`src/rtl/router_port_rx_if.sv`:
```
// -----------------------------------------------------------------------------
// router_port_rx_if
// Purpose : Groups the serial input and byte-stream output of router_port_rx.
//           Optional statistics signals exist only when RX_STATS_EN is defined.
// Signals :
//   dout, valido_n, frameo_n   serial side, driven by the router output port
//   byte_data/sop/eop/valid    head-of-FIFO byte stream, driven by the receiver
//   byte_ready                 consumer acceptance
//   overflow, frame_err        sticky status flags
//   pkt_cnt, drop_cnt          (RX_STATS_EN) eop bytes pushed / bytes dropped
// Modports:
//   master - the environment (router and consumer side)
//   slave  - router_port_rx itself
// -----------------------------------------------------------------------------
interface router_port_rx_if;
    logic       dout;
    logic       valido_n;
    logic       frameo_n;
    logic [7:0] byte_data;
    logic       byte_sop;
    logic       byte_eop;
    logic       byte_valid;
    logic       byte_ready;
    logic       overflow;
    logic       frame_err;
`ifdef RX_STATS_EN
    logic [15:0] pkt_cnt;
    logic [15:0] drop_cnt;

    modport master (
        output dout, valido_n, frameo_n, byte_ready,
        input  byte_data, byte_sop, byte_eop, byte_valid, overflow, frame_err,
        input  pkt_cnt, drop_cnt
    );
    modport slave (
        input  dout, valido_n, frameo_n, byte_ready,
        output byte_data, byte_sop, byte_eop, byte_valid, overflow, frame_err,
        output pkt_cnt, drop_cnt
    );
`else
    modport master (
        output dout, valido_n, frameo_n, byte_ready,
        input  byte_data, byte_sop, byte_eop, byte_valid, overflow, frame_err
    );
    modport slave (
        input  dout, valido_n, frameo_n, byte_ready,
        output byte_data, byte_sop, byte_eop, byte_valid, overflow, frame_err
    );
`endif
endinterface

```
`src/rtl/router_port_rx.sv`:
```
// -----------------------------------------------------------------------------
// router_port_rx
// Purpose : Receive side of one router output port. Deserialises the LSB-first
//           serial payload into bytes, tags start/end of packet and buffers
//           {data, sop, eop} in a FIFO presented as a valid/ready byte stream.
// Ports   :
//   clock     in  single rising-edge clock
//   reset_n   in  asynchronous active-low reset
//   rx        slave modport of router_port_rx_if (serial in, byte stream out,
//             sticky overflow / frame_err flags)
// Config  : define RX_STATS_EN to add the 16-bit wrapping pkt_cnt / drop_cnt
//           counters; without it the counters do not exist.
// -----------------------------------------------------------------------------
module router_port_rx #(
    parameter int unsigned FIFO_DEPTH = 16,
    localparam int unsigned AW = $clog2(FIFO_DEPTH)
) (
    input logic            clock,
    input logic            reset_n,
    router_port_rx_if.slave rx
);

    typedef enum logic {StIdle, StRecv} state_e;

    state_e      r_state;
    state_e      w_state_nxt;
    logic        r_armed;
    logic [2:0]  r_bit_cnt;
    logic [6:0]  r_shift;
    logic        r_sop_pend;
    logic [AW:0] r_wr_ptr;
    logic [AW:0] r_rd_ptr;
    logic [9:0]  r_mem [FIFO_DEPTH];
    logic        r_overflow;
    logic        r_frame_err;

    logic        w_accept;
    logic        w_complete;
    logic        w_pkt_end;
    logic        w_enter;
    logic        w_empty;
    logic        w_full;
    logic        w_pop;
    logic        w_push;
    logic        w_drop;
    logic [9:0]  w_entry;

    // After reset the receiver stays deaf until frameo_n has been seen high, so a
    // packet already in flight at reset release is not picked up half way.
    assign w_accept   = !rx.valido_n && ((r_state == StRecv) || (!rx.frameo_n && r_armed));
    assign w_complete = w_accept && (r_bit_cnt == 3'd7);
    assign w_pkt_end  = (r_state == StRecv) && rx.frameo_n;
    assign w_enter    = (r_state == StIdle) && (w_state_nxt == StRecv);

    // Entry layout: {data[7:0], sop, eop}; eop is frameo_n of the completing cycle.
    assign w_entry = {rx.dout, r_shift, r_sop_pend, rx.frameo_n};

    // FIFO status; pointers carry one extra wrap bit.
    assign w_empty = (r_wr_ptr == r_rd_ptr);
    assign w_full  = (r_wr_ptr[AW] != r_rd_ptr[AW]) &&
                     (r_wr_ptr[AW-1:0] == r_rd_ptr[AW-1:0]);
    assign w_pop   = !w_empty && rx.byte_ready;
    assign w_push  = w_complete && (!w_full || w_pop);
    assign w_drop  = w_complete && w_full && !w_pop;

    // FSM state register
    always_ff @(posedge clock or negedge reset_n) begin
        if (!reset_n) begin
            r_state <= StIdle;
        end else begin
            r_state <= w_state_nxt;
        end
    end

    // FSM next state
    always_comb begin
        w_state_nxt = r_state;
        unique case (r_state)
            StIdle: if (!rx.frameo_n && r_armed) w_state_nxt = StRecv;
            StRecv: if (rx.frameo_n)             w_state_nxt = StIdle;
            default: w_state_nxt = StIdle;
        endcase
    end

    // Deserialiser and framing state
    always_ff @(posedge clock or negedge reset_n) begin
        if (!reset_n) begin
            r_armed     <= 1'b0;
            r_bit_cnt   <= 3'd0;
            r_shift     <= 7'd0;
            r_sop_pend  <= 1'b0;
            r_frame_err <= 1'b0;
        end else begin
            if (rx.frameo_n) begin
                r_armed <= 1'b1;
            end

            if (w_accept && (r_bit_cnt != 3'd7)) begin
                r_shift[r_bit_cnt] <= rx.dout;
            end

            if (w_pkt_end) begin
                r_bit_cnt <= 3'd0;
            end else if (w_accept) begin
                r_bit_cnt <= r_bit_cnt + 3'd1;
            end

            // sop belongs to the first completed byte of the packet, kept or dropped.
            if (w_enter) begin
                r_sop_pend <= 1'b1;
            end else if (w_complete || (w_state_nxt == StIdle)) begin
                r_sop_pend <= 1'b0;
            end

            // Packet ended without completing a byte in its final cycle.
            if (w_pkt_end && !w_complete) begin
                r_frame_err <= 1'b1;
            end
        end
    end

    // FIFO pointers and overflow flag
    always_ff @(posedge clock or negedge reset_n) begin
        if (!reset_n) begin
            r_wr_ptr   <= '0;
            r_rd_ptr   <= '0;
            r_overflow <= 1'b0;
        end else begin
            if (w_push) begin
                r_wr_ptr <= r_wr_ptr + 1'b1;
            end
            if (w_pop) begin
                r_rd_ptr <= r_rd_ptr + 1'b1;
            end
            if (w_drop) begin
                r_overflow <= 1'b1;
            end
        end
    end

    // FIFO storage; contents are only observed through the empty-gated head.
    always_ff @(posedge clock) begin
        if (w_push) begin
            r_mem[r_wr_ptr[AW-1:0]] <= w_entry;
        end
    end

    // Head outputs read out at the read pointer, forced to zero while empty.
    always_comb begin
        rx.byte_data  = 8'd0;
        rx.byte_sop   = 1'b0;
        rx.byte_eop   = 1'b0;
        rx.byte_valid = !w_empty;
        if (!w_empty) begin
            rx.byte_data = r_mem[r_rd_ptr[AW-1:0]][9:2];
            rx.byte_sop  = r_mem[r_rd_ptr[AW-1:0]][1];
            rx.byte_eop  = r_mem[r_rd_ptr[AW-1:0]][0];
        end
    end

    assign rx.overflow  = r_overflow;
    assign rx.frame_err = r_frame_err;

`ifdef RX_STATS_EN
    logic [15:0] r_pkt_cnt;
    logic [15:0] r_drop_cnt;

    // Free-running wrapping counters.
    always_ff @(posedge clock or negedge reset_n) begin
        if (!reset_n) begin
            r_pkt_cnt  <= 16'd0;
            r_drop_cnt <= 16'd0;
        end else begin
            if (w_push && rx.frameo_n) begin
                r_pkt_cnt <= r_pkt_cnt + 16'd1;
            end
            if (w_drop) begin
                r_drop_cnt <= r_drop_cnt + 16'd1;
            end
        end
    end

    assign rx.pkt_cnt  = r_pkt_cnt;
    assign rx.drop_cnt = r_drop_cnt;
`endif

endmodule
```
`src/flat_wrapper.sv`:
```
// flat-port wrapper written by rule: the top's interface ports become plain ports
module router_port_rx_flat 
#(
    parameter int unsigned FIFO_DEPTH = 16,
    localparam int unsigned AW = $clog2(FIFO_DEPTH)
)
  (clock, reset_n, rx_dout, rx_valido_n, rx_frameo_n, rx_byte_ready, rx_byte_data, rx_byte_sop, rx_byte_eop, rx_byte_valid, rx_overflow, rx_frame_err);
  router_port_rx_if rx_i ();
  input logic clock;
  input logic reset_n;
  input wire logic [$bits(rx_i.dout)-1:0] rx_dout;
  input wire logic [$bits(rx_i.valido_n)-1:0] rx_valido_n;
  input wire logic [$bits(rx_i.frameo_n)-1:0] rx_frameo_n;
  input wire logic [$bits(rx_i.byte_ready)-1:0] rx_byte_ready;
  output wire logic [$bits(rx_i.byte_data)-1:0] rx_byte_data;
  output wire logic [$bits(rx_i.byte_sop)-1:0] rx_byte_sop;
  output wire logic [$bits(rx_i.byte_eop)-1:0] rx_byte_eop;
  output wire logic [$bits(rx_i.byte_valid)-1:0] rx_byte_valid;
  output wire logic [$bits(rx_i.overflow)-1:0] rx_overflow;
  output wire logic [$bits(rx_i.frame_err)-1:0] rx_frame_err;
  assign rx_i.dout = rx_dout;
  assign rx_i.valido_n = rx_valido_n;
  assign rx_i.frameo_n = rx_frameo_n;
  assign rx_i.byte_ready = rx_byte_ready;
  assign rx_byte_data = rx_i.byte_data;
  assign rx_byte_sop = rx_i.byte_sop;
  assign rx_byte_eop = rx_i.byte_eop;
  assign rx_byte_valid = rx_i.byte_valid;
  assign rx_overflow = rx_i.overflow;
  assign rx_frame_err = rx_i.frame_err;
  router_port_rx #(.FIFO_DEPTH(FIFO_DEPTH)) u_core (.clock(clock), .reset_n(reset_n), .rx(rx_i));
endmodule
```
`config.mk`:
```
export PLATFORM = sky130hd
export DESIGN_NAME = router_port_rx_flat
export DESIGN_NICKNAME = d
export VERILOG_FILES = /design/src/rtl/router_port_rx_if.sv /design/src/rtl/router_port_rx.sv /design/src/flat_wrapper.sv
export SDC_FILE = /design/constraint.sdc
export NUM_CORES = 1
export LEC_CHECK = 0
export ABC_AREA = 1
export CORE_UTILIZATION = 64
export CTS_BUF_LIST = sky130_fd_sc_hd__clkbuf_4 sky130_fd_sc_hd__clkbuf_8
export DETAILED_ROUTE_END_ITERATION = 6
export GPL_TIMING_DRIVEN = 0
export PLACE_DENSITY = 0.87
export SYNTH_ARGS = -nofsm -noshare
export SYNTH_HDL_FRONTEND = slang
export SYNTH_SLANG_ARGS = --single-unit
```
`constraint.sdc`:
```
create_clock -name clock -period 3 [get_ports clock]
set_clock_uncertainty 0.2 [all_clocks]
set_input_delay 0.6 -clock clock [delete_from_list [all_inputs] [get_ports clock]]
set_output_delay 0.6 -clock clock [all_outputs]
set_load 0.005 [all_outputs]
```
Word-level counts from Yosys, hierarchy flattened
Memory sizes are Yosys's and may differ from the RTL's.
Index checks and enable logic that the tools add are counted.

storage, ports and cells
  register bits after elaboration = 25
  memory bits (writable) = 160
  input bits = 6
  output and inout port bits = 13
  word-level logic and storage cells = 61
  memories = 1

operators by class
  $add $sub $neg = 3
  $lt $le $gt $ge = 2
  equal/unequal tests = 5
  multiplexer cells = 15
  bitwise logic cells = 2
  reduce and logical (&&, ||, !) cells = 24

memory list
  memory        words  width  rd ports  clocked after Yosys merged registers in  write ports  RTL line              RTL
  u_core.r_mem  16     10     1         0                                        1            router_port_rx.sv:33  logic [9:0] r_mem [FIFO_DEPTH];

operators with widths
  cell                                                                number
  logical AND 1 bit                                                   13
  adder 5 x 1 -> 5 bit (second input constant)                        2
  two-way mux 1 bit                                                   9
  two-way mux 8 bit                                                   1
  bitwise mux 7 bit                                                   1
  logical NOT 1 bit                                                   6
  two-way mux 3 bit                                                   2
  equality test 5 bit                                                 1
  equality test 4 bit                                                 1
  < comparator 3 x 4 -> 1 bit (second input constant)                 1
  nonzero test 2 bit                                                  2
  adder 3 x 1 -> 3 bit (second input constant)                        1
  demux 1 bit (select 3 bit)                                          1
  equality test 3 bit (second input constant)                         1
  greater-or-equal comparator 3 x 1 -> 1 bit (second input constant)  1
  logical OR 1 bit                                                    3
  inequality test 3 bit (second input constant)                       1
  inverter 1 bit                                                      2
  case mux 1 bit (2 select lines)                                     1
  inequality test 1 bit                                               1

Logic depth before layout (Yosys ltp)
Gate-level depths: netlist of the first run.

  depth in word-level cells = 8
  gate-level depth with buffers = 11
  gate-level depth less buffers = 10

Worst setup path after synthesis of the first run
Ideal clock, no wire load.

  path kind = input port to flip-flop
  start = input rx_frameo_n
  end = memory u_core.r_mem[13][0] (enable)
  library setup time = 376 ps
  arrival = 1,803 ps
  required time = 2,424 ps
  path slack = 621 ps
  cell stages on the path = 10
  buffers on the path = 1
  cells stage by stage = inv_1 nand2_1 nand2_1 nand2_1 inv_2 nand2_1 inv_2 nand2_4 buf_6 nor2_1

on the way
  longest elaborated chain between the ends = 8

RTL lines
  item                                     RTL line               RTL
  from (decl)                              flat_wrapper.sv:13     input wire logic [$bits(rx_i.frameo_n)-1:0] rx_frameo_n;
  logical NOT 1 bit                        router_port_rx.sv:50   assign w_accept = !rx.valido_n && ((r_state == StRecv) || (!rx.frameo_n && r_armed));
  logical AND 1 bit                        router_port_rx.sv:50
  logical OR 1 bit                         router_port_rx.sv:50
  logical AND 1 bit                        router_port_rx.sv:50
  logical AND 1 bit                        router_port_rx.sv:51   assign w_complete = w_accept && (r_bit_cnt == 3'd7);
  logical AND 1 bit                        router_port_rx.sv:63   assign w_push = w_complete && (!w_full || w_pop);
  two-way mux 1 bit                        router_port_rx.sv:143  if (w_push) begin
  two-way mux 1 bit (not written as such)  router_port_rx.sv:144  r_mem[r_wr_ptr[AW-1:0]] <= w_entry;
  to (decl)                                router_port_rx.sv:33

No other way between the ends.

Worst setup path after layout of the first run
  start = register u_core.r_rd_ptr[0]
  end = output rx_byte_data[1]

on the way
  longest elaborated chain between the ends = 2
  elaborated cells on any way between the ends = 3
  classes of those cells = 1 x eq/ne; 1 x mux; 1 x memory

RTL lines
  item                                                         RTL line               RTL
  from (decl)                                                  router_port_rx.sv:32   logic [AW:0] r_rd_ptr;
  from (signal assigned)                                       router_port_rx.sv:133  r_rd_ptr <= r_rd_ptr + 1'b1;
  memory (16 x 10 bit) or equality test 5 bit (tied branches)  --
  two-way mux 8 bit *                                          router_port_rx.sv:154  if (!w_empty) begin
  to (decl)                                                    flat_wrapper.sv:15     output wire logic [$bits(rx_i.byte_data)-1:0] rx_byte_data;

Mark *: on every way between the ends. The rest lies on a longest branch, timed or not.

==> metrics.txt, run 1 <==
status=finished clean; Slew Limit Headroom=~22%; syn_area_per_cell=9.79 um2; commonest non-fill, non-tap cells in the layout=nand2_1, edfxtp_1, inv_1, nand3_1, dfrtp_1; Post-Syn Instances=850; met3 usage=6.17%; n_diodes=0; max_cap viols=0; GR peak layer=met2; sequential-to-total area share from yosys stat=65.3%; IO Count=19; area of the die=13500 um2; multi-input logic area=2300 um2; GPL Wtd Cong=0.960; Final period util=between 90% and 100%; Worst-Margin Slew=1.17 ns; Yosys Warn Count=0; commonest non-fill, non-tap cell in the layout=nand2_1; area leader, netlist=edfxtp_1; Achievable Freq=340 MHz; final-report hold violation count=0; Hold Path Depth=1; Worst Reg-to-Reg Cells=7; Slew Limit Fails=0; Cell Pwr Density=873 nW/um2; area delta synth->final=12.2%; row cnt=between 40 and 50; initial antenna violation count=0; Critical Path RT=2.20 ns; Setup Slack @ Placement=-0.849 ns; Clock transition at path regs=0.09 ns; global-route track usage on met1=~40%; first-pass GRT wire length=29.7 mm; clock latency on the worst-skew pair=approximately 0.46 ns; Final min period=a little under 3 ns; drt via density=5.56; Post-synth ARST share=a little over an eighth; CP Max Fanout=10; Clock Sink Count=about 190; worst setup margin=0.0547 ns; CTS Root Cell=clkbuf_8; number of synthesized register bits=185; Num CTS Buffers=17; Reg area=5430 um2; Vias=6000; final setup vio count=0; largest cells by area after synthesis=edfxtp_1, nand2_1, dfrtp_1, nand3_1, inv_1; maximum vdd drop=approximately 0.52 mV; post-route setup TNS=0 ns; final wirelength=between 15 and 20 mm; Hold WC Path Type=reg -> reg; vias in the first global route=between 5000 and 6000; Top FF cell, synth=edfxtp_1; drt drc=0; final global-route overflow total=0; Synthesized Nets=863; Initial Utilization=65.7%; share of cells above drive strength 1=between 10% and 20%; number of synthesized flops with an enable pin=160; pin count of the biggest net entering global routing=26; CTS tree=built; die height=116 um; Final Cell Area=9330 um2; Worst setup EP type=output pin; final HPWL from detailed placement=between 10 and 15 mm; CP startpoint kind=flip-flop; Post-DP Area=between 8000 and 9000 um2; area share of the largest cell type after synthesis=57.7%; critical path class=reg -> out; CP Data Arrival Time=2.15 ns; Final Util=73.7%; fillcell total=845; post-route ant nets=0; die width=116 um; WL/cell=17.6 um; H-tree depth=4; Core ar.=12700 um2; Post-Route Hold Slack=~0.26 ns; P_leak=4.14 nW; routing usage on met2=between 40% and 50%; hold-fix buffers at CTS=0; CTS max path bufs=2; Total Routing Usage GR=30.9%; Yosys cell types=26; NumNets Final=907; Iteration-0 DRC Markers=798; Post-Syn Area=8320 um2; first drt pass iteration count=5; # port buffers=18
[final timing paths]
check,to,slack (ns),from
min in group asynchronous,u_core.r_wr_ptr[4],0.55,reset_n
setup reg to reg,u_core.r_mem[0][8],0.60,u_core.r_bit_cnt[0]
max in group asynchronous,u_core.r_rd_ptr[0],1.28,reset_n
hold / removal,u_core.r_sop_pend,0.26,u_core.r_state
hold reg to reg,u_core.r_sop_pend,0.26,u_core.r_state
setup / recovery,rx_byte_data[1],0.05,u_core.r_rd_ptr[0]
[cells by family after synthesis]
group | Yosys count | share of synthesized area (%)
compound gates | 22 | 1.38
xor+xnor | 11 | 1.16
fa+ha+maj | 7 | 1.05
buf+inv | 164 | 8.13
flops | 185 | 65.3
simple gates | 461 | 23.0
[state kept, by name (all words and copies together) (netlist names)]
name                 cells
u_core.r_state           1
u_core.r_mem           160
u_core.rx.overflow       1
u_core.r_armed           1
u_core.r_shift           7
u_core.r_sop_pend        1
u_core.r_bit_cnt         3
u_core.rx.frame_err      1
u_core.r_rd_ptr          5
u_core.r_wr_ptr          5
[worst max-delay path, stage by stage (launching register included)]
cell      delay, ns
dfrtp_2        0.47
buf_8          0.17
buf_4          0.18
nand2_1        0.09
nand3_1        0.13
nand2_1        0.10
nand2_1        0.05
nand2_1        0.12
inv_1          0.06
a21oi_1        0.17
clkbuf_2       0.15
[Yosys cell counts, drive strengths merged (2+ instances only)]
library cell	n
nand2	331
edfxtp	160
inv	130
nand3	101
nor2	27
dfrtp	25
buf	23
a21oi	11
clkbuf	10
o21ai	9
xor2	8
ha	7
xnor2	3
o21bai	2
[layout make-up]
class                   count  share of cell area (%)
flip-flops and latches    185                    58.2
plain buffers              32                    2.73
well taps                 172                    2.31
repair buffers             26                    2.31
inverters                 131                    5.36
multi-input cells         501                    24.7
clock inverters            14                    1.86
clock buffers              18                    2.59
[per-layer routing]
layer  wire (um)  vias up
li1            -     2792
met1        7160     2830
met2        9320      311
met3        1680       67
met4         798        0
met5           0        -
[per-stage QoR]
stage	cells	total power, mW
2_1_floorplan	850	5.03
3_3_place_gp	1040	6.09
3_5_place_dp	1040	6.20
4_1_cts	1075	8.05
5_1_grt	1079	8.54
6_report	1079	8.15
[report_power, final]
group	internal, mW	switching [mW]
Combinational	1.08	1.88
Clock	0.837	0.889
Sequential	3.11	0.361
[timing repair]
| action | CTS | global route |
|---|---|---|
| pin swaps | 2 | 5 |
| buffers inserted | 3 | 4 |
| gates cloned | 1 | 0 |
| endpoints found under the setup margin | 170 | 30 |
| resized for setup | 68 | 25 |
| hold endpoints to repair | 0 | 0 |
Power figures use the tool's default switching activity.
==> inputs of run 2 (changes only) <==
--- a/config.mk
+++ b/config.mk
@@ -10,7 +10,8 @@
 export CTS_BUF_LIST = sky130_fd_sc_hd__clkbuf_4 sky130_fd_sc_hd__clkbuf_8
 export DETAILED_ROUTE_END_ITERATION = 6
 export GPL_TIMING_DRIVEN = 0
-export PLACE_DENSITY = 0.87
+export PLACE_DENSITY = 0.82
+export SKIP_LAST_GASP = 1
 export SYNTH_ARGS = -nofsm -noshare
 export SYNTH_HDL_FRONTEND = slang
 export SYNTH_SLANG_ARGS = --single-unit
==> metrics.txt, run 2 (synthesized netlist as in run 1, its figures left out) <==
status=finished clean; maximum vdd drop=0.488 mV (-6.5%); Vias=5783 (-3.6%); Final min period=2.93 ns (-0.0199 ns); Worst-Margin Slew=1.14 ns (-0.0300 ns); Iteration-0 DRC Markers=633 (-21%); drt via density=5.40 (-2.9%); first drt pass iteration count=5 (unchanged); worst setup margin=0.0746 ns (+0.0199 ns); Total Routing Usage GR=28.9% (-2.0 points); final setup vio count=0 (unchanged); CP Data Arrival Time=2.13 ns (-0.02 ns); Buf/Inv on CP=3 (-1); Slew Limit Fails=0 (unchanged); post-route ant nets=0 (unchanged); Clock Sink Count=185 (unchanged); die height=116 um (unchanged); clock latency on the worst-skew pair=0.46 ns (about the same); CP max stage delay=0.36 ns (-0.11 ns); Largest register FFs=160 (unchanged); H-tree depth=4 (unchanged); CTS Root Cell=clkbuf_8; Critical-path top delay cell=dfrtp_1; Clock transition at path regs=0.09 ns (about the same); critical path class=reg -> out; pin count of the biggest net entering global routing=26 (unchanged); IO Count=19 (unchanged); Slew Limit Headroom=24.0% (+2.0 points); final HPWL from detailed placement=12.0 mm (-0.54%); # port buffers=18 (unchanged); Hold WC Path Type=reg -> reg; die width=116 um (unchanged); initial antenna violation count=2 (+2); hold-fix buffers at CTS=0 (unchanged); GPL Wtd Cong=0.887 (-7.6%); post-route setup TNS=0 ns (unchanged); share of cells above drive strength 1=11.0% (-2.1 points); max_cap viols=0 (unchanged); Final period util=97.5% (-0.66 points); Post-DP Area=8720 um2 (unchanged); n_diodes=0 (unchanged); CTS max path bufs=2 (unchanged); Worst setup EP type=output pin; Cell Pwr Density=839 nW/um2 (-3.9%); Hold Path Depth=2 (+1); WL/cell=16.8 um (-4.3%); row cnt=41 (unchanged); first-pass GRT wire length=27.9 mm (-5.9%); Setup Slack @ Placement=-0.906 ns (-0.0570 ns); CP Max Fanout=10 (unchanged); final global-route overflow total=0 (unchanged); Largest delay share family, worst path=buffers and inverters; NumNets Final=900 (-0.77%); drt drc=0 (unchanged); Achievable Freq=342 MHz (+0.68%); cells along the critical path=buf_2 > xor2_2 > nor2_4 > nand3_4 > inv_2 > a21oi_1 > dlygate4sd2_1; CP startpoint kind=flip-flop; Num CTS Buffers=17 (unchanged); P_leak=4.11 nW (-0.72%); vias in the first global route=5464 (-5.4%); Final Cell Area=9190 um2 (-1.6%); CTS tree=built; Initial Utilization=65.7% (unchanged); Levels on crit path=7 (-3); final wirelength=18.0 mm (-5.0%); area of the die=13500 um2 (unchanged); area delta synth->final=10.4%; commonest non-fill, non-tap cells in the layout=nand2_1, edfxtp_1, inv_1, nand3_1, dfrtp_1; commonest non-fill, non-tap cell in the layout=nand2_1; multi-input logic area=2300 um2 (-0.16%); Reg area=5430 um2 (unchanged); final-report hold violation count=0 (unchanged); Worst Reg-to-Reg Cells=7 (unchanged); Critical Path RT=2.20 ns (about the same); Core ar.=12700 um2 (unchanged); fillcell total=883 (+4.5%)
## run 2: power breakdown
part / switching (mW) / internal [mW] / leakage [nW] / total, mW
logic: 1.78 / 1.01 / 2.16 / 2.79
registers: 0.362 / 3.11 / 1.78 / 3.47
clock network: 0.812 / 0.637 / 0.175 / 1.45
total: 2.96 / 4.75 / 4.11 / 7.71
## run 2: layout make-up
class,count,area share [%]
Clock buffer,18,2.63
Timing Repair Buffer,19,2.02
Tap cell,172,2.34
Inverter,131,5.46
Multi-Input combinational cell,501,25.0
Buffer,32,2.49
Clock inverter,13,0.953
Sequential cell,185,59.1
## run 2: final timing paths
path,start,end,slack (ns)
max,u_core.r_rd_ptr[2],rx_byte_sop,0.07
min,u_core.r_armed,u_core.r_armed,0.27
max reg2reg,u_core.r_bit_cnt[0],u_core.r_mem[8][0],0.60
min reg2reg,u_core.r_armed,u_core.r_armed,0.27
max in group asynchronous,reset_n,u_core.r_rd_ptr[0],1.30
min in group asynchronous,reset_n,u_core.r_rd_ptr[0],0.55
## run 2: worst reg2reg max path: cells and delay by family, from the launching register on
family / cells / cell delay [ns]
and+or+nand+nor: 3 / 0.67
DFF: 1 / 0.46
adders and majority gates: 2 / 0.40
buffers and inverters: 2 / 0.31
## run 2: through the flow
stage               cells  hold slack, ns  util, %  total power, mW
detailed placement   1040           0.264     68.8             6.21
CTS                  1071           0.283     72.2             7.69
global placement     1040           0.254     68.8             6.09
finish               1071           0.274     72.5             7.71
global route         1071           0.298     72.5             8.12
floorplan             850           0.104        -             5.03
## run 2: timing repair
item | in CTS | in global routing
pin swaps | 0 | 1
gates resized for setup | 47 | 26
setup buffers | 1 | 0
setup endpoints to repair | 170 | 20
endpoints found under the hold margin | 0 | 0
## run 2: metal layers
metal,global-route usage (%),share of wire (%)
met2,45.5,48
met3,7.37,9.1
met1,38.0,40
met5,0,0.050
met4,13.8,3.3
==> inputs of run 3 (changes only) <==
--- a/config.mk
+++ b/config.mk
@@ -6,10 +6,12 @@
 export NUM_CORES = 1
 export LEC_CHECK = 0
 export ABC_AREA = 1
+export CORE_MARGIN = 2
 export CORE_UTILIZATION = 64
-export CTS_BUF_LIST = sky130_fd_sc_hd__clkbuf_4 sky130_fd_sc_hd__clkbuf_8
+export CTS_BUF_LIST = sky130_fd_sc_hd__clkbuf_8
 export DETAILED_ROUTE_END_ITERATION = 6
 export GPL_TIMING_DRIVEN = 0
+export MAX_ROUTING_LAYER = met4
 export PLACE_DENSITY = 0.82
 export SKIP_LAST_GASP = 1
 export SYNTH_ARGS = -nofsm -noshare
==> metrics.txt, run 3 (synthesized netlist as in run 1, its figures left out) <==
CTS max path bufs=2 (unchanged); total power draw=7.79 mW (+1.0%); max_cap viols=0 (unchanged); first drt pass iteration count=5 (unchanged); first-pass GRT wire length=28.9 mm (+3.4%); Slew Limit Fails=0 (unchanged); Worst-Margin Slew=1.12 ns (-0.0182 ns); clock latency on the worst-skew pair=0.47 ns (about the same); Final Cell Area=9200 um2 (about the same); Final min period=3.17 ns (+0.242 ns); CP Data Arrival Time=2.37 ns (+0.24 ns); Final Util=72.6% (about the same); CP startpoint kind=flip-flop; Num CTS Buffers=17 (unchanged); GPL Wtd Cong=0.901 (+1.5%); drt via density=5.45 (+0.91%); NumNets Final=900 (unchanged); M1 WL=7.32 mm (+2.9%); post-route ant nets=0 (unchanged); final wirelength=18.1 mm (+0.33%); post-route setup TNS=-0.168 ns (-0.168 ns); H-tree depth=4 (unchanged); Vias=5841 (+1.0%); n_diodes=0 (unchanged); Hold WC Path Type=reg -> reg; RSZ-0062 raised after global routing=true; Initial Utilization=65.7% (unchanged); Core ar.=12700 um2 (unchanged); Final period util=106% (+8.1 points); final-report hold violation count=0 (unchanged); maximum vdd drop=0.433 mV (-11%); P_leak=4.08 nW (-0.70%); final HPWL from detailed placement=12.0 mm (about the same); Worst setup EP type=output pin; wire length on met3=1.55 mm (-5.6%); Setup Slack @ Placement=-0.914 ns (-0.00873 ns); final setup vio count=1 (+1); IO Count=19 (unchanged); # port buffers=18 (unchanged); initial antenna violation count=0 (-2); WL/cell=16.8 um (+0.23%); Cell Pwr Density=847 nW/um2 (+0.92%); length of routed met2 wiring=8.77 mm (+1.4%); Iteration-0 DRC Markers=625 (-1.3%); status=finished with violations; failing checks=negative setup slack; Largest register FFs=160 (unchanged); CTS tree=built; vias in the first global route=5758 (+5.4%); commonest non-fill, non-tap cell in the layout=nand2_1; worst setup margin=-0.168 ns (-0.242 ns); drt drc=0 (unchanged); Achievable Freq=316 MHz (-7.6%); die width=118 um (+1.7%); commonest non-fill, non-tap cells in the layout=nand2_1, edfxtp_1, inv_1, nand3_1, dfrtp_1; area delta synth->final=10.5% (about the same); share of cells above drive strength 1=11.3% (+0.32 points); Slew Limit Headroom=25.3% (+1.2 points); Clock transition at path regs=0.09 ns (about the same); area of the die=13900 um2 (+3.5%); CTS Root Cell=clkbuf_8; Top Metal Used=met4; final global-route overflow total=0 (unchanged); fillcell total=894 (+1.2%); Post-DP Area=8720 um2 (unchanged); critical path class=reg -> out; CP Max Fanout=10 (unchanged); die height=118 um (+1.7%); Total Routing Usage GR=28.3% (-0.63 points); pin count of the biggest net entering global routing=26 (unchanged); Clock Sink Count=185 (unchanged); Critical Path RT=2.20 ns (about the same); row cnt=41 (unchanged)
[run 3: worst paths after layout]
check                                     from             endpoint  slack [ns]  cells after the start
min reg2reg                     u_core.r_state    u_core.r_sop_pend        0.29                      1
max                         u_core.r_rd_ptr[0]          rx_byte_sop       -0.17                     10
min                             u_core.r_state    u_core.r_sop_pend        0.29                      1
max reg2reg                u_core.r_bit_cnt[0]   u_core.r_mem[6][9]        0.57                      7
max in group asynchronous              reset_n   u_core.r_rd_ptr[0]        1.33                      1
min in group asynchronous              reset_n  u_core.rx.frame_err        0.53                      1
[run 3: cell type report]
cell class                      count  area, um2  share of cell area [%]
Clock inverter                     15       92.6                    1.01
Tap cell                          172        215                    2.34
Inverter                          131        500                    5.44
Clock buffer                       17        234                    2.54
Multi-Input combinational cell    501       2310                    25.1
Buffer                             32        249                    2.71
Sequential cell                   185       5430                    59.1
Timing Repair Buffer               19        169                    1.84
[run 3: per-stage QoR]
stage / std cells / hold WS [ns]
2_1_floorplan: 850 / 0.104
3_3_place_gp: 1040 / 0.248
3_5_place_dp: 1040 / 0.261
4_1_cts: 1072 / 0.282
5_1_grt: 1072 / 0.304
6_report: 1072 / 0.288
[run 3: power by group]
group	internal [mW]	total [mW]	leakage [nW]	switching, mW
clock	0.623	1.43	0.172	0.811
sequential	3.11	3.47	1.78	0.360
combinational	1.05	2.89	2.13	1.84
[run 3: per-layer routing]
metal | track usage, % | up-vias
li1 | - | 2776
met1 | 36.2 | 2753
met2 | 45.2 | 277
met3 | 5.81 | 35
met4 | 10.6 | 0
met5 | - | -
[run 3: critical path, stage by stage, from the launching register on]
cell and delay, ns:
dfrtp_2 0.45, buf_6 0.16, buf_4 0.18, nand2_1 0.08
nand3_1 0.08, nand2_1 0.07, nand2_1 0.05, nand2_1 0.08
inv_1 0.06, a21oi_2 0.17, clkdlybuf4s50_1 0.52
[run 3: what timing repair did]
action,in CTS,in global routing
endpoints found under the setup margin,170,10
resized for setup,59,24
setup buffers,1,0
hold buffers,0,0
pin swaps,1,2
